[src/rtl/load_store_unit.sv]
// MEM-stage load/store unit: lane alignment, byte enables, misalign/illegal
// detection and a req/gnt/rvalid data-memory handshake with bus timeout.
//
// state  | meaning
// S_IDLE | ready for a new request
// S_REQ  | o_mem_req held until grant
// S_WAIT | load granted, waiting for read data
// S_RESP | one-cycle response with error flags
module load_store_unit #(
  parameter int DATA_WIDTH = 32,
  parameter int ADDR_WIDTH = 32,
  parameter int TIMEOUT    = 16
) (
  input  logic                      clk,
  input  logic                      i_rst,
  input  logic                      i_valid,
  output logic                      o_ready,
  input  logic [6:0]                i_opcode,
  input  logic [2:0]                i_func3,
  input  logic [ADDR_WIDTH-1:0]     i_addr,
  input  logic [DATA_WIDTH-1:0]     i_wdata,
  output logic                      o_mem_req,
  output logic                      o_mem_we,
  output logic [ADDR_WIDTH-1:0]     o_mem_addr,
  output logic [DATA_WIDTH/8-1:0]   o_mem_be,
  output logic [DATA_WIDTH-1:0]     o_mem_wdata,
  input  logic                      i_mem_gnt,
  input  logic                      i_mem_rvalid,
  input  logic [DATA_WIDTH-1:0]     i_mem_rdata,
  output logic                      o_rsp_valid,
  output logic [DATA_WIDTH-1:0]     o_rdata,
  output logic                      o_err_misalign,
  output logic                      o_err_bus,
  output logic                      o_err_illegal
);
  localparam int NB = DATA_WIDTH / 8;
  localparam int OFS = $clog2(NB);
  localparam logic WIDE = 1'(DATA_WIDTH == 64);
  localparam logic [6:0] OP_LOAD  = 7'b0000011;
  localparam logic [6:0] OP_STORE = 7'b0100011;

  typedef enum logic [1:0] {S_IDLE, S_REQ, S_WAIT, S_RESP} state_t;

  state_t                state_q, state_d;
  logic [2:0]            func3_q, func3_d;
  logic [OFS-1:0]        ofs_q, ofs_d;
  logic                  we_q, we_d;
  logic [ADDR_WIDTH-1:0] addr_q, addr_d;
  logic [NB-1:0]         be_q, be_d;
  logic [DATA_WIDTH-1:0] wdata_q, wdata_d;
  logic [DATA_WIDTH-1:0] rdata_q, rdata_d;
  logic                  err_mis_q, err_mis_d;
  logic                  err_bus_q, err_bus_d;
  logic                  err_ill_q, err_ill_d;
  logic [7:0]            tmo_q, tmo_d;

  logic [OFS-1:0]        in_ofs;
  logic [2:0]            in_ofs3;
  logic [2:0]            align_mask;
  logic [7:0]            size_be;
  logic                  is_load, is_store, illegal, misalign;
  logic [DATA_WIDTH-1:0] shifted, ld_data;

  always_comb begin
    in_ofs   = i_addr[OFS-1:0];
    in_ofs3  = 3'(in_ofs);
    is_load  = (i_opcode == OP_LOAD);
    is_store = (i_opcode == OP_STORE);
    illegal  = 1'b1;
    if (is_load) begin
      case (i_func3)
        3'b000, 3'b001, 3'b010, 3'b100, 3'b101: illegal = 1'b0;
        3'b011, 3'b110:                         illegal = !WIDE;
        default:                                illegal = 1'b1;
      endcase
    end else if (is_store) begin
      case (i_func3)
        3'b000, 3'b001, 3'b010: illegal = 1'b0;
        3'b011:                 illegal = !WIDE;
        default:                illegal = 1'b1;
      endcase
    end
    case (i_func3[1:0])
      2'd0:    begin align_mask = 3'b000; size_be = 8'h01; end
      2'd1:    begin align_mask = 3'b001; size_be = 8'h03; end
      2'd2:    begin align_mask = 3'b011; size_be = 8'h0F; end
      default: begin align_mask = 3'b111; size_be = 8'hFF; end
    endcase
    misalign = (in_ofs3 & align_mask) != 3'b000;
  end

  // Load data is extracted combinationally from the bus word in the WAIT cycle.
  always_comb begin
    shifted = i_mem_rdata >> {ofs_q, 3'b000};
    case (func3_q)
      3'b000:  ld_data = DATA_WIDTH'($signed(shifted[7:0]));
      3'b001:  ld_data = DATA_WIDTH'($signed(shifted[15:0]));
      3'b010:  ld_data = DATA_WIDTH'($signed(shifted[31:0]));
      3'b100:  ld_data = DATA_WIDTH'(shifted[7:0]);
      3'b101:  ld_data = DATA_WIDTH'(shifted[15:0]);
      3'b110:  ld_data = DATA_WIDTH'(shifted[31:0]);
      default: ld_data = shifted;
    endcase
  end

  always_comb begin
    state_d   = state_q;
    func3_d   = func3_q;
    ofs_d     = ofs_q;
    we_d      = we_q;
    addr_d    = addr_q;
    be_d      = be_q;
    wdata_d   = wdata_q;
    rdata_d   = rdata_q;
    err_mis_d = err_mis_q;
    err_bus_d = err_bus_q;
    err_ill_d = err_ill_q;
    tmo_d     = tmo_q;
    if ((state_q == S_REQ || state_q == S_WAIT) && tmo_q != 8'd0) begin
      tmo_d = tmo_q - 8'd1;
    end
    case (state_q)
      S_IDLE: begin
        if (i_valid) begin
          func3_d   = i_func3;
          ofs_d     = in_ofs;
          we_d      = is_store;
          addr_d    = {i_addr[ADDR_WIDTH-1:OFS], OFS'(0)};
          be_d      = is_store ? NB'({8'h00, size_be} << in_ofs3) : '1;
          wdata_d   = i_wdata << {in_ofs, 3'b000};
          tmo_d     = 8'(TIMEOUT - 1);
          err_ill_d = illegal;
          err_mis_d = !illegal && misalign;
          err_bus_d = 1'b0;
          if (illegal || misalign) begin
            rdata_d = '0;
            state_d = S_RESP;
          end else begin
            state_d = S_REQ;
          end
        end
      end
      S_REQ: begin
        if (i_mem_gnt) begin
          state_d = we_q ? S_RESP : S_WAIT;
        end else if (tmo_q == 8'd0) begin
          err_bus_d = 1'b1;
          rdata_d   = '0;
          state_d   = S_RESP;
        end
      end
      S_WAIT: begin
        if (i_mem_rvalid) begin
          rdata_d = ld_data;
          state_d = S_RESP;
        end else if (tmo_q == 8'd0) begin
          err_bus_d = 1'b1;
          rdata_d   = '0;
          state_d   = S_RESP;
        end
      end
      default: state_d = S_IDLE;
    endcase
  end

  always_ff @(posedge clk) begin
    if (i_rst) begin
      state_q   <= S_IDLE;
      func3_q   <= '0;
      ofs_q     <= '0;
      we_q      <= 1'b0;
      addr_q    <= '0;
      be_q      <= '0;
      wdata_q   <= '0;
      rdata_q   <= '0;
      err_mis_q <= 1'b0;
      err_bus_q <= 1'b0;
      err_ill_q <= 1'b0;
      tmo_q     <= '0;
    end else begin
      state_q   <= state_d;
      func3_q   <= func3_d;
      ofs_q     <= ofs_d;
      we_q      <= we_d;
      addr_q    <= addr_d;
      be_q      <= be_d;
      wdata_q   <= wdata_d;
      rdata_q   <= rdata_d;
      err_mis_q <= err_mis_d;
      err_bus_q <= err_bus_d;
      err_ill_q <= err_ill_d;
      tmo_q     <= tmo_d;
    end
  end

  assign o_ready        = (state_q == S_IDLE) && !i_rst;
  assign o_mem_req      = (state_q == S_REQ);
  assign o_mem_we       = we_q;
  assign o_mem_addr     = addr_q;
  assign o_mem_be       = be_q;
  assign o_mem_wdata    = wdata_q;
  assign o_rsp_valid    = (state_q == S_RESP);
  assign o_rdata        = rdata_q;
  assign o_err_misalign = o_rsp_valid && err_mis_q;
  assign o_err_bus      = o_rsp_valid && err_bus_q;
  assign o_err_illegal  = o_rsp_valid && err_ill_q;
endmodule
[config.mk]
export PLATFORM = sky130hd
export DESIGN_NAME = load_store_unit
export DESIGN_NICKNAME = d
export VERILOG_FILES = /design/src/rtl/load_store_unit.sv
export SDC_FILE = /design/constraint.sdc
export NUM_CORES = 1
export LEC_CHECK = 0
export CORE_MARGIN = 2
export CORE_UTILIZATION = 40
export DETAILED_ROUTE_END_ITERATION = 6
export HOLD_SLACK_MARGIN = 0.08
export PLACE_DENSITY_LB_ADDON = 0.25
export SLEW_MARGIN = 20
export SYNTH_ARGS = -nofsm -noshare
export SYNTH_HDL_FRONTEND = slang
export SYNTH_SLANG_ARGS = --single-unit
[constraint.sdc]
create_clock -name clk -period 3.2 [get_ports clk]
set_clock_uncertainty 0.1 [all_clocks]
set_input_delay 0.48 -clock clk [delete_from_list [all_inputs] [get_ports clk]]
set_output_delay 0.48 -clock clk [all_outputs]
set_load 0.05 [all_outputs]
==> results of run 1 <==
power groups by stage:
stage	Sequential (mW)	Clock, mW	Combinational, mW
after floorplan	2.36	0	1.09
after global placement	1.86	0	2.33
after detailed placement	1.88	0	2.36
after CTS	1.85	2.03	2.37
after global routing	1.88	2.10	2.56
final	1.85	1.99	2.37
registers in the layout, indices dropped and copies added (netlist names):
name	cells
func3_q	3
o_mem_we	1
o_mem_addr	30
tmo_q	8
ofs_q	2
o_rdata	32
state_q	2
err_bus_q	1
err_mis_q	1
o_mem_wdata	32
err_ill_q	1
o_mem_be	4
kinds of logic after synthesis:
logic type	after synthesis
xor gates and xnor gates	6
adders and majority gates	6
and+or+nand+nor	215
DFF	117
muxes	42
AOI/OAI and AO/OA	182
buffers and inverters	60
other	1
layer usage:
layer,vias to the layer above,GRT usage
li1,2611,-
met1,2504,0.276
met2,188,0.378
met3,34,0.0675
met4,0,0.102
met5,-,0
worst max-delay path: cells and delay by family (launching register included):
family                   cells  cell delay, ps
buffers and inverters        2             910
adder cells (fa/ha/maj)      1             310
AND/OR/NAND/NOR              1             160
flip-flops                   1             340
area by class of cell:
class                      count  share of cell area
inverter                      10             0.00459
tap                          176              0.0269
clock buffer                  19              0.0541
sequential                   117               0.286
multi-input combinational    453               0.331
clock inverter                13              0.0220
timing repair buffer         229               0.275
how the worst min path moves through the flow:
stage	start	to	slack [ps]	depth (start not counted)
final	i_rst	o_mem_wdata[24]	340	2
after global placement	o_mem_addr[16]	o_mem_addr[16]	340	2
after global routing	i_rst	func3_q[2]	350	2
after CTS	i_rst	o_mem_wdata[24]	330	2
after floorplan	err_mis_q	err_mis_q	370	2
after detailed placement	o_mem_addr[6]	o_mem_addr[6]	350	2
metrics by stage:
stage | worst slack (ps) | hold WS, ps | instances
3_3_place_gp | 453 | 341 | 985
5_1_grt | 327 | 352 | 1017
3_5_place_dp | 396 | 348 | 985
4_1_cts | 447 | 326 | 1017
6_report | 483 | 345 | 1017
2_1_floorplan | 623 | 370 | 630
synth_stat cells (2+ instances only):
master	number
sky130_fd_sc_hd__a21oi_1	64
sky130_fd_sc_hd__nand3_1	6
sky130_fd_sc_hd__nor2_1	43
sky130_fd_sc_hd__nor3_1	17
sky130_fd_sc_hd__a21o_1	2
sky130_fd_sc_hd__o2bb2ai_1	16
sky130_fd_sc_hd__or3_1	2
sky130_fd_sc_hd__clkbuf_1	29
sky130_fd_sc_hd__dfxtp_1	117
sky130_fd_sc_hd__a221oi_1	2
sky130_fd_sc_hd__ha_1	6
sky130_fd_sc_hd__buf_4	2
sky130_fd_sc_hd__a22o_1	24
sky130_fd_sc_hd__mux2i_1	33
sky130_fd_sc_hd__nand2_1	117
sky130_fd_sc_hd__a31oi_1	3
sky130_fd_sc_hd__xor2_1	5
sky130_fd_sc_hd__buf_2	4
sky130_fd_sc_hd__and2_1	4
sky130_fd_sc_hd__mux2_2	9
sky130_fd_sc_hd__nand2b_1	3
sky130_fd_sc_hd__nor2b_1	14
sky130_fd_sc_hd__buf_6	2
sky130_fd_sc_hd__inv_1	10
sky130_fd_sc_hd__nand4b_1	3
sky130_fd_sc_hd__o21ai_0	34
sky130_fd_sc_hd__buf_1	12
sky130_fd_sc_hd__a211oi_1	29
==> impl_metrics.prom, run 1 <==
# TYPE chip_impl_metric gauge
chip_impl_metric{name="tritoncts_num_sinks",unit=""} 117
chip_impl_metric{name="htree_levels",unit=""} 4
chip_impl_metric{name="cts_hold_buf",unit=""} 0
chip_impl_metric{name="synthesized_area_fraction_occupied_by_adder_cells",unit=""} 0.0142
chip_impl_metric{name="clk_pin_slew_worst_paths",unit="ps"} 60
chip_impl_info{name="mostFrequentLayoutCell",value="sky130_fd_sc_hd__clkdlybuf4s50_1"} 1
chip_impl_metric{name="grt_max_degree",unit=""} 67
chip_impl_info{name="grt_setup_unrepaired",value="false"} 1
chip_impl_info{name="cts_tree",value="built"} 1
chip_impl_metric{name="synth_xor_area_frac",unit=""} 0.00992
chip_impl_metric{name="cts_bufs_inserted",unit=""} 17
chip_impl_metric{name="timing.max_cap.violations",unit=""} 0
chip_impl_metric{name="floorplan.die_area",unit="sq um"} 14200
chip_impl_metric{name="insertion_delay",unit="ps"} 410
chip_impl_metric{name="synth.yosys.warnings",unit=""} 0
chip_impl_metric{name="via_count_of_the_first_global_routing_pass",unit=""} 5206
chip_impl_metric{name="share_seq_of_total_power",unit=""} 0.298
chip_impl_metric{name="p_sw",unit="mW"} 2.35
chip_impl_metric{name="final_max_slew_viol_count",unit=""} 0
chip_impl_info{name="outcome",value="complete, no violations"} 1
chip_impl_metric{name="final_layout_size_suffix_gt1_frac",unit=""} 0.0761
chip_impl_metric{name="finalSetupViolCount",unit=""} 0
chip_impl_metric{name="power.combinational.fraction",unit=""} 0.382
chip_impl_metric{name="fillerInstances",unit=""} 1084
chip_impl_metric{name="fraction_of_power_consumed_by_the_clock_network",unit=""} 0.320
chip_impl_metric{name="coreArea",unit="sq um"} 13100
chip_impl_info{name="synth_top_family_by_area",value="compound AO/OA/AOI/OAI gates"} 1
chip_impl_info{name="critPathLaunch",value="state_q[0]"} 1
chip_impl_metric{name="critPathRequiredTime",unit="ps"} 2620
chip_impl_metric{name="cts.path.max_buffers",unit=""} 2
chip_impl_metric{name="synthCells",unit=""} 629
chip_impl_metric{name="finalNetCount",unit=""} 945
chip_impl_metric{name="syn_to_final_growth",unit="%"} 54.5
chip_impl_metric{name="timing.reg2reg.setup_slack",unit="ps"} 740
chip_impl_metric{name="residual_overflow_from_global_routing",unit=""} 0
chip_impl_metric{name="async_reset_ff_frac",unit=""} 0
chip_impl_metric{name="total_inserted_antenna_cells",unit=""} 0
chip_impl_metric{name="met2WireLength",unit="um"} 8010
chip_impl_metric{name="total_power",unit="mW"} 6.20
chip_impl_info{name="synth_area_leader_cell",value="sky130_fd_sc_hd__dfxtp_1"} 1
chip_impl_info{name="classification_of_the_worst_setup_path",value="reg -> out"} 1
chip_impl_metric{name="grt.total_usage",unit=""} 0.229
chip_impl_metric{name="timing_worst_slew_pin_value",unit="ps"} 819
chip_impl_info{name="critical_path.endpoint_type",value="output port"} 1
chip_impl_metric{name="vdd.ir_drop.worst",unit="V"} 0.000385
chip_impl_metric{name="final_antenna_net_count",unit=""} 0
chip_impl_metric{name="layout.area.seq",unit="sq um"} 2340
chip_impl_metric{name="edff_count_synth",unit=""} 0
chip_impl_metric{name="post_synth_and_or_nand_nor_area_fraction",unit=""} 0.177
chip_impl_info{name="worstHoldPathType",value="in -> reg"} 1
chip_impl_metric{name="finalWeightedCongestion",unit=""} 0.864
chip_impl_metric{name="placement.io_buffers",unit=""} 215
chip_impl_metric{name="yosysTopAreaCellShare",unit=""} 0.442
chip_impl_metric{name="drt_wl_total",unit="um"} 16400
chip_impl_metric{name="multi_input_area",unit="sq um"} 2710
chip_impl_info{name="cp-endpoint",value="o_ready"} 1
chip_impl_metric{name="wl_met1",unit="um"} 6840
chip_impl_info{name="top_layer",value="met4"} 1
chip_impl_metric{name="initial_core_util",unit=""} 0.405
chip_impl_metric{name="synth_seq_area_share",unit=""} 0.442
chip_impl_info{name="regToRegStartpoint",value="state_q[0]"} 1
chip_impl_metric{name="period_share",unit=""} 0.849
chip_impl_info{name="critical_path.slowest_cell",value="sky130_fd_sc_hd__clkdlybuf4s50_1"} 1
chip_impl_metric{name="clock.fmax",unit="GHz"} 0.368
chip_impl_metric{name="row_count",unit=""} 42
chip_impl_metric{name="ios",unit=""} 218
chip_impl_metric{name="post_synth.cell_area_avg",unit="sq um"} 8.42
chip_impl_metric{name="slew_headroom",unit=""} 0.450
chip_impl_info{name="crit_path_cell_trace",value="inv_1 -> ha_1 -> nor2b_1 -> clkdlybuf4s50_1"} 1
chip_impl_metric{name="route.detailed.vias_per_inst",unit=""} 5.25
chip_impl_metric{name="netlist_area",unit="sq um"} 5300
chip_impl_metric{name="synth-seq-cells",unit=""} 117
chip_impl_metric{name="die_w",unit="um"} 119
chip_impl_metric{name="power_per_cell_area",unit="nW/um^2"} 758
chip_impl_metric{name="timing.critical_path.arrival",unit="ps"} 2140
chip_impl_metric{name="critPathMaxStageDelay",unit="ps"} 820
chip_impl_metric{name="cellInternalPower",unit="mW"} 3.86
chip_impl_info{name="most-common-layout-cells",value="214 x sky130_fd_sc_hd__clkdlybuf4s50_1, 117 x sky130_fd_sc_hd__dfxtp_1, 116 x sky130_fd_sc_hd__nand2_1, 64 x sky130_fd_sc_hd__a21oi_1, 43 x sky130_fd_sc_hd__nor2_1"} 1
chip_impl_metric{name="placed_cell_area",unit="sq um"} 7560
chip_impl_metric{name="synth.area.mux_share",unit=""} 0.0815
chip_impl_metric{name="met3WireLength",unit="um"} 1120
chip_impl_metric{name="switching_share",unit=""} 0.379
chip_impl_metric{name="cell_depth_of_the_worst_flop_to_flop_path",unit=""} 8
chip_impl_metric{name="synth-compound-area-share",unit=""} 0.226
chip_impl_info{name="timing.rr.end",value="o_rdata[17]"} 1
chip_impl_metric{name="synthDistinctLibCells",unit=""} 45
chip_impl_metric{name="antenna_violations_before_repair",unit=""} 0
chip_impl_metric{name="tns",unit="ps"} 0
chip_impl_metric{name="stdcell_area",unit="sq um"} 8190
chip_impl_metric{name="resized_gates_after_cts",unit=""} 0
chip_impl_info{name="synth_flop_type",value="sky130_fd_sc_hd__dfxtp_1"} 1
chip_impl_metric{name="final_routed_wire_length_divided_by_cell_count",unit="um"} 16.1
chip_impl_metric{name="final_core_util",unit=""} 0.626
chip_impl_metric{name="drt_drc_violations_left",unit=""} 0
chip_impl_metric{name="timing_hold_violations_final",unit=""} 0
chip_impl_metric{name="detail_route.iter0.violations",unit=""} 511
chip_impl_info{name="timing.critical_path.from_type",value="register"} 1
chip_impl_metric{name="post-route-min-period",unit="ps"} 2720
chip_impl_metric{name="detailedRoute.firstPassIterationCount",unit=""} 4
chip_impl_info{name="cts_root_buf",value="sky130_fd_sc_hd__clkbuf_16"} 1
chip_impl_info{name="netlist_top_cells_area",value="sky130_fd_sc_hd__dfxtp_1 44%, sky130_fd_sc_hd__nand2_1 8.3%, sky130_fd_sc_hd__mux2i_1 6.2%"} 1
chip_impl_metric{name="vias",unit=""} 5337
chip_impl_metric{name="place.detailed.hpwl",unit="um"} 12000
chip_impl_metric{name="maximum_fanout_encountered_on_the_critical_timing_path",unit=""} 8
chip_impl_metric{name="total_setup_buffers_inserted_after_cts",unit=""} 0
chip_impl_metric{name="grt_pass1_wl",unit="um"} 26100
chip_impl_metric{name="die_height",unit="um"} 119
chip_impl_metric{name="leakagePower",unit="nW"} 3.02
Note: power is estimated with default switching activity, not from simulation.
==> inputs of run 2 (changes only) <==
--- a/config.mk
+++ b/config.mk
@@ -6,7 +6,7 @@
 export NUM_CORES = 1
 export LEC_CHECK = 0
 export CORE_MARGIN = 2
-export CORE_UTILIZATION = 40
+export CORE_UTILIZATION = 39
 export DETAILED_ROUTE_END_ITERATION = 6
 export HOLD_SLACK_MARGIN = 0.08
 export PLACE_DENSITY_LB_ADDON = 0.25
==> constraint.sdc (replaced) <==
create_clock -name clk -period 2.3 [get_ports clk]
set_clock_uncertainty 0.1 [all_clocks]
set_input_delay 0.345 -clock clk [delete_from_list [all_inputs] [get_ports clk]]
set_output_delay 0.345 -clock clk [all_outputs]
set_load 0.05 [all_outputs]
==> run 2 against run 1 <==
Cell count rose by 2.5%. Global-route usage rose by 0.65 points. Clock power grew 33%. Critical path depth is 4 higher. Sequential power up 38%. Die area grew 2.5%. Via count increased by 1.2%. Sequential share of layout area shrank 0.71 points. Worst hold slack better by 13 ps. Core utilization up 0.85 points. Sequential cell count did not move. Highest routed layer unchanged.
==> impl_metrics.prom, run 2 (synthesis results as in run 1) <==
# TYPE chip_impl_metric gauge
chip_impl_metric{name="final_core_util",unit=""} 0.634
chip_impl_metric{name="switching_share",unit=""} 0.378
chip_impl_metric{name="timing_worst_slew_pin_value",unit="ps"} 613
chip_impl_info{name="critical_path.endpoint_type",value="register"} 1
chip_impl_info{name="timing.critical_path.from_type",value="register"} 1
chip_impl_metric{name="grt_max_degree",unit=""} 49
chip_impl_metric{name="tritoncts_num_sinks",unit=""} 117
chip_impl_metric{name="route.detailed.vias_per_inst",unit=""} 5.18
chip_impl_metric{name="timing.critical_path.arrival",unit="ps"} 2390
chip_impl_metric{name="finalNetCount",unit=""} 970
chip_impl_metric{name="total_inserted_antenna_cells",unit=""} 0
chip_impl_info{name="timing.hold.worst.start",value="o_mem_addr[2]"} 1
chip_impl_metric{name="power_per_cell_area",unit="nW/um^2"} 1040
chip_impl_metric{name="cell_depth_of_the_worst_flop_to_flop_path",unit=""} 8
chip_impl_metric{name="final_layout_size_suffix_gt1_frac",unit=""} 0.115
chip_impl_metric{name="timing_hold_violations_final",unit=""} 0
chip_impl_info{name="worst_hold_path.endpoint",value="o_mem_addr[2]"} 1
chip_impl_info{name="grt_setup_unrepaired",value="false"} 1
chip_impl_metric{name="initial_core_util",unit=""} 0.400
chip_impl_metric{name="drt_wl_total",unit="um"} 17000
chip_impl_metric{name="critPathMaxStageDelay",unit="ps"} 400
chip_impl_info{name="cp_top_family",value="compound AO/OA/AOI/OAI gates"} 1
chip_impl_metric{name="total_power",unit="mW"} 8.71
chip_impl_metric{name="clk_pin_slew_worst_paths",unit="ps"} 50
chip_impl_metric{name="via_count_of_the_first_global_routing_pass",unit=""} 5426
chip_impl_metric{name="die_height",unit="um"} 121
chip_impl_info{name="mostFrequentLayoutCell",value="sky130_fd_sc_hd__clkdlybuf4s50_1"} 1
chip_impl_info{name="cts_root_buf",value="sky130_fd_sc_hd__clkbuf_16"} 1
chip_impl_info{name="classification_of_the_worst_setup_path",value="reg -> reg"} 1
chip_impl_metric{name="timing.reg2reg.setup_slack",unit="ps"} 160
chip_impl_metric{name="critPathRequiredTime",unit="ps"} 2550
chip_impl_metric{name="vdd.ir_drop.worst",unit="V"} 0.000545
chip_impl_metric{name="critPathBufInv",unit=""} 2
chip_impl_metric{name="detailedRoute.firstPassIterationCount",unit=""} 4
chip_impl_info{name="outcome",value="complete, no violations"} 1
chip_impl_metric{name="ios",unit=""} 218
chip_impl_metric{name="share_seq_of_total_power",unit=""} 0.293
chip_impl_metric{name="fillerInstances",unit=""} 1111
chip_impl_metric{name="cts_bufs_inserted",unit=""} 17
chip_impl_metric{name="floorplan.die_area",unit="sq um"} 14500
chip_impl_metric{name="place.detailed.hpwl",unit="um"} 12600
chip_impl_metric{name="finalWeightedCongestion",unit=""} 0.932
chip_impl_metric{name="maximum_fanout_encountered_on_the_critical_timing_path",unit=""} 16
chip_impl_info{name="critical_path.slowest_cell",value="sky130_fd_sc_hd__a311o_1"} 1
chip_impl_metric{name="antenna_violations_before_repair",unit=""} 0
chip_impl_metric{name="cts.path.max_buffers",unit=""} 2
chip_impl_metric{name="final_max_slew_viol_count",unit=""} 0
chip_impl_metric{name="row_count",unit=""} 42
chip_impl_metric{name="finalSetupViolCount",unit=""} 0
chip_impl_metric{name="fraction_of_power_consumed_by_the_clock_network",unit=""} 0.305
chip_impl_metric{name="grt_pass1_wl",unit="um"} 27000
chip_impl_metric{name="htree_levels",unit=""} 4
chip_impl_metric{name="coreArea",unit="sq um"} 13200
chip_impl_metric{name="final_routed_wire_length_divided_by_cell_count",unit="um"} 16.3
chip_impl_metric{name="p_sw",unit="mW"} 3.29
chip_impl_info{name="cts_tree",value="built"} 1
chip_impl_metric{name="clock.fmax",unit="GHz"} 0.467
chip_impl_metric{name="period_share",unit=""} 0.932
chip_impl_metric{name="slew_headroom",unit=""} 0.591
chip_impl_info{name="regToRegStartpoint",value="state_q[1]"} 1
chip_impl_metric{name="detail_route.iter0.violations",unit=""} 304
chip_impl_metric{name="cellInternalPower",unit="mW"} 5.42
chip_impl_metric{name="power.combinational.fraction",unit=""} 0.402
chip_impl_metric{name="cts_hold_buf",unit=""} 0
chip_impl_metric{name="grt.total_usage",unit=""} 0.236
chip_impl_metric{name="drt_drc_violations_left",unit=""} 0
chip_impl_metric{name="whs_path_depth",unit=""} 2
chip_impl_metric{name="leakagePower",unit="nW"} 3.16
chip_impl_metric{name="timing.max_cap.violations",unit=""} 0
chip_impl_metric{name="die_w",unit="um"} 121
chip_impl_metric{name="placement.io_buffers",unit=""} 215
chip_impl_metric{name="post-route-min-period",unit="ps"} 2140
chip_impl_info{name="crit_path_cell_trace",value="inv_1 -> ha_1 -> nor2b_1 -> nand2b_1 -> a311o_1 -> a2111oi_4 -> buf_12 -> a22o_1"} 1
chip_impl_metric{name="syn_to_final_growth",unit="%"} 58.5
chip_impl_info{name="worstHoldPathType",value="reg -> reg"} 1
chip_impl_metric{name="residual_overflow_from_global_routing",unit=""} 0
chip_impl_metric{name="final_antenna_net_count",unit=""} 0
chip_impl_metric{name="vias",unit=""} 5401
chip_impl_metric{name="insertion_delay",unit="ps"} 410
chip_impl_info{name="most-common-layout-cells",value="208 x sky130_fd_sc_hd__clkdlybuf4s50_1, 116 x sky130_fd_sc_hd__nand2_1, 116 x sky130_fd_sc_hd__dfxtp_1, 64 x sky130_fd_sc_hd__a21oi_1, 43 x sky130_fd_sc_hd__nor2_1"} 1
chip_impl_info{name="timing.rr.end",value="o_rdata[31]"} 1
-- run 2: worst max-delay path by stage --
stage / end / depth (start not counted) / from / slack [ps]
global route: o_rdata[31] / 8 / state_q[1] / 30
CTS: o_rdata[31] / 8 / state_q[1] / 40
global placement: o_rdata[31] / 6 / i_func3[2] / -480
finish: o_rdata[31] / 8 / state_q[1] / 160
detailed placement: o_rdata[31] / 6 / i_func3[1] / -490
floorplan: o_rdata[21] / 9 / state_q[1] / 4
-- run 2: through the flow --
step / TNS [ps] / setup slack, ps / hold slack (ps) / std cells / area [sq um]
2_1_floorplan: 0 / 3.98 / 370 / 630 / 5310
3_3_place_gp: -11550 / -477 / 341 / 1009 / 7760
3_5_place_dp: -12600 / -487 / 350 / 1009 / 7760
4_1_cts: 0 / 36.0 / 357 / 1042 / 8380
5_1_grt: 0 / 30.8 / 373 / 1042 / 8400
6_report: 0 / 157 / 357 / 1042 / 8400
-- run 2: worst register-to-register path, delay by kind of cell, from the launching register on --
kind | cells | cell delay [ps]
adders and majority gates | 1 | 200
DFF | 1 | 370
and+or+nand+nor | 2 | 320
AOI/OAI and AO/OA | 3 | 810
buffers and inverters | 2 | 290
-- run 2: per-layer routing --
metal,vias to the layer above,track usage,part of all wire
met1,2506,0.280,0.41
met4,0,0.118,0.030
met2,206,0.385,0.48
met5,-,0,0
li1,2655,-,-
met3,34,0.0726,0.078
-- run 2: power by group through the flow --
stage,logic [mW],clock network [mW],registers [mW]
floorplan,1.52,0,3.29
global placement,3.43,0,2.58
detailed placement,3.49,0,2.59
CTS,3.50,2.70,2.56
global route,3.80,2.82,2.60
finish,3.50,2.65,2.56
-- run 2: area by class of cell --
class / instances / area (sq um) / area share
multi-input combinational: 453 / 2730 / 0.325
timing repair buffer: 254 / 2460 / 0.293
sequential: 117 / 2340 / 0.279
clock buffer: 24 / 512 / 0.0609
tap: 176 / 220 / 0.0262
clock inverter: 8 / 95.1 / 0.0113
inverter: 10 / 37.5 / 0.00447
-- run 2: repair_timing --
action	CTS	global route
gates resized for setup	0	3
setup endpoints to repair	16	23
pin swaps	1	1
buffers inserted	1	0
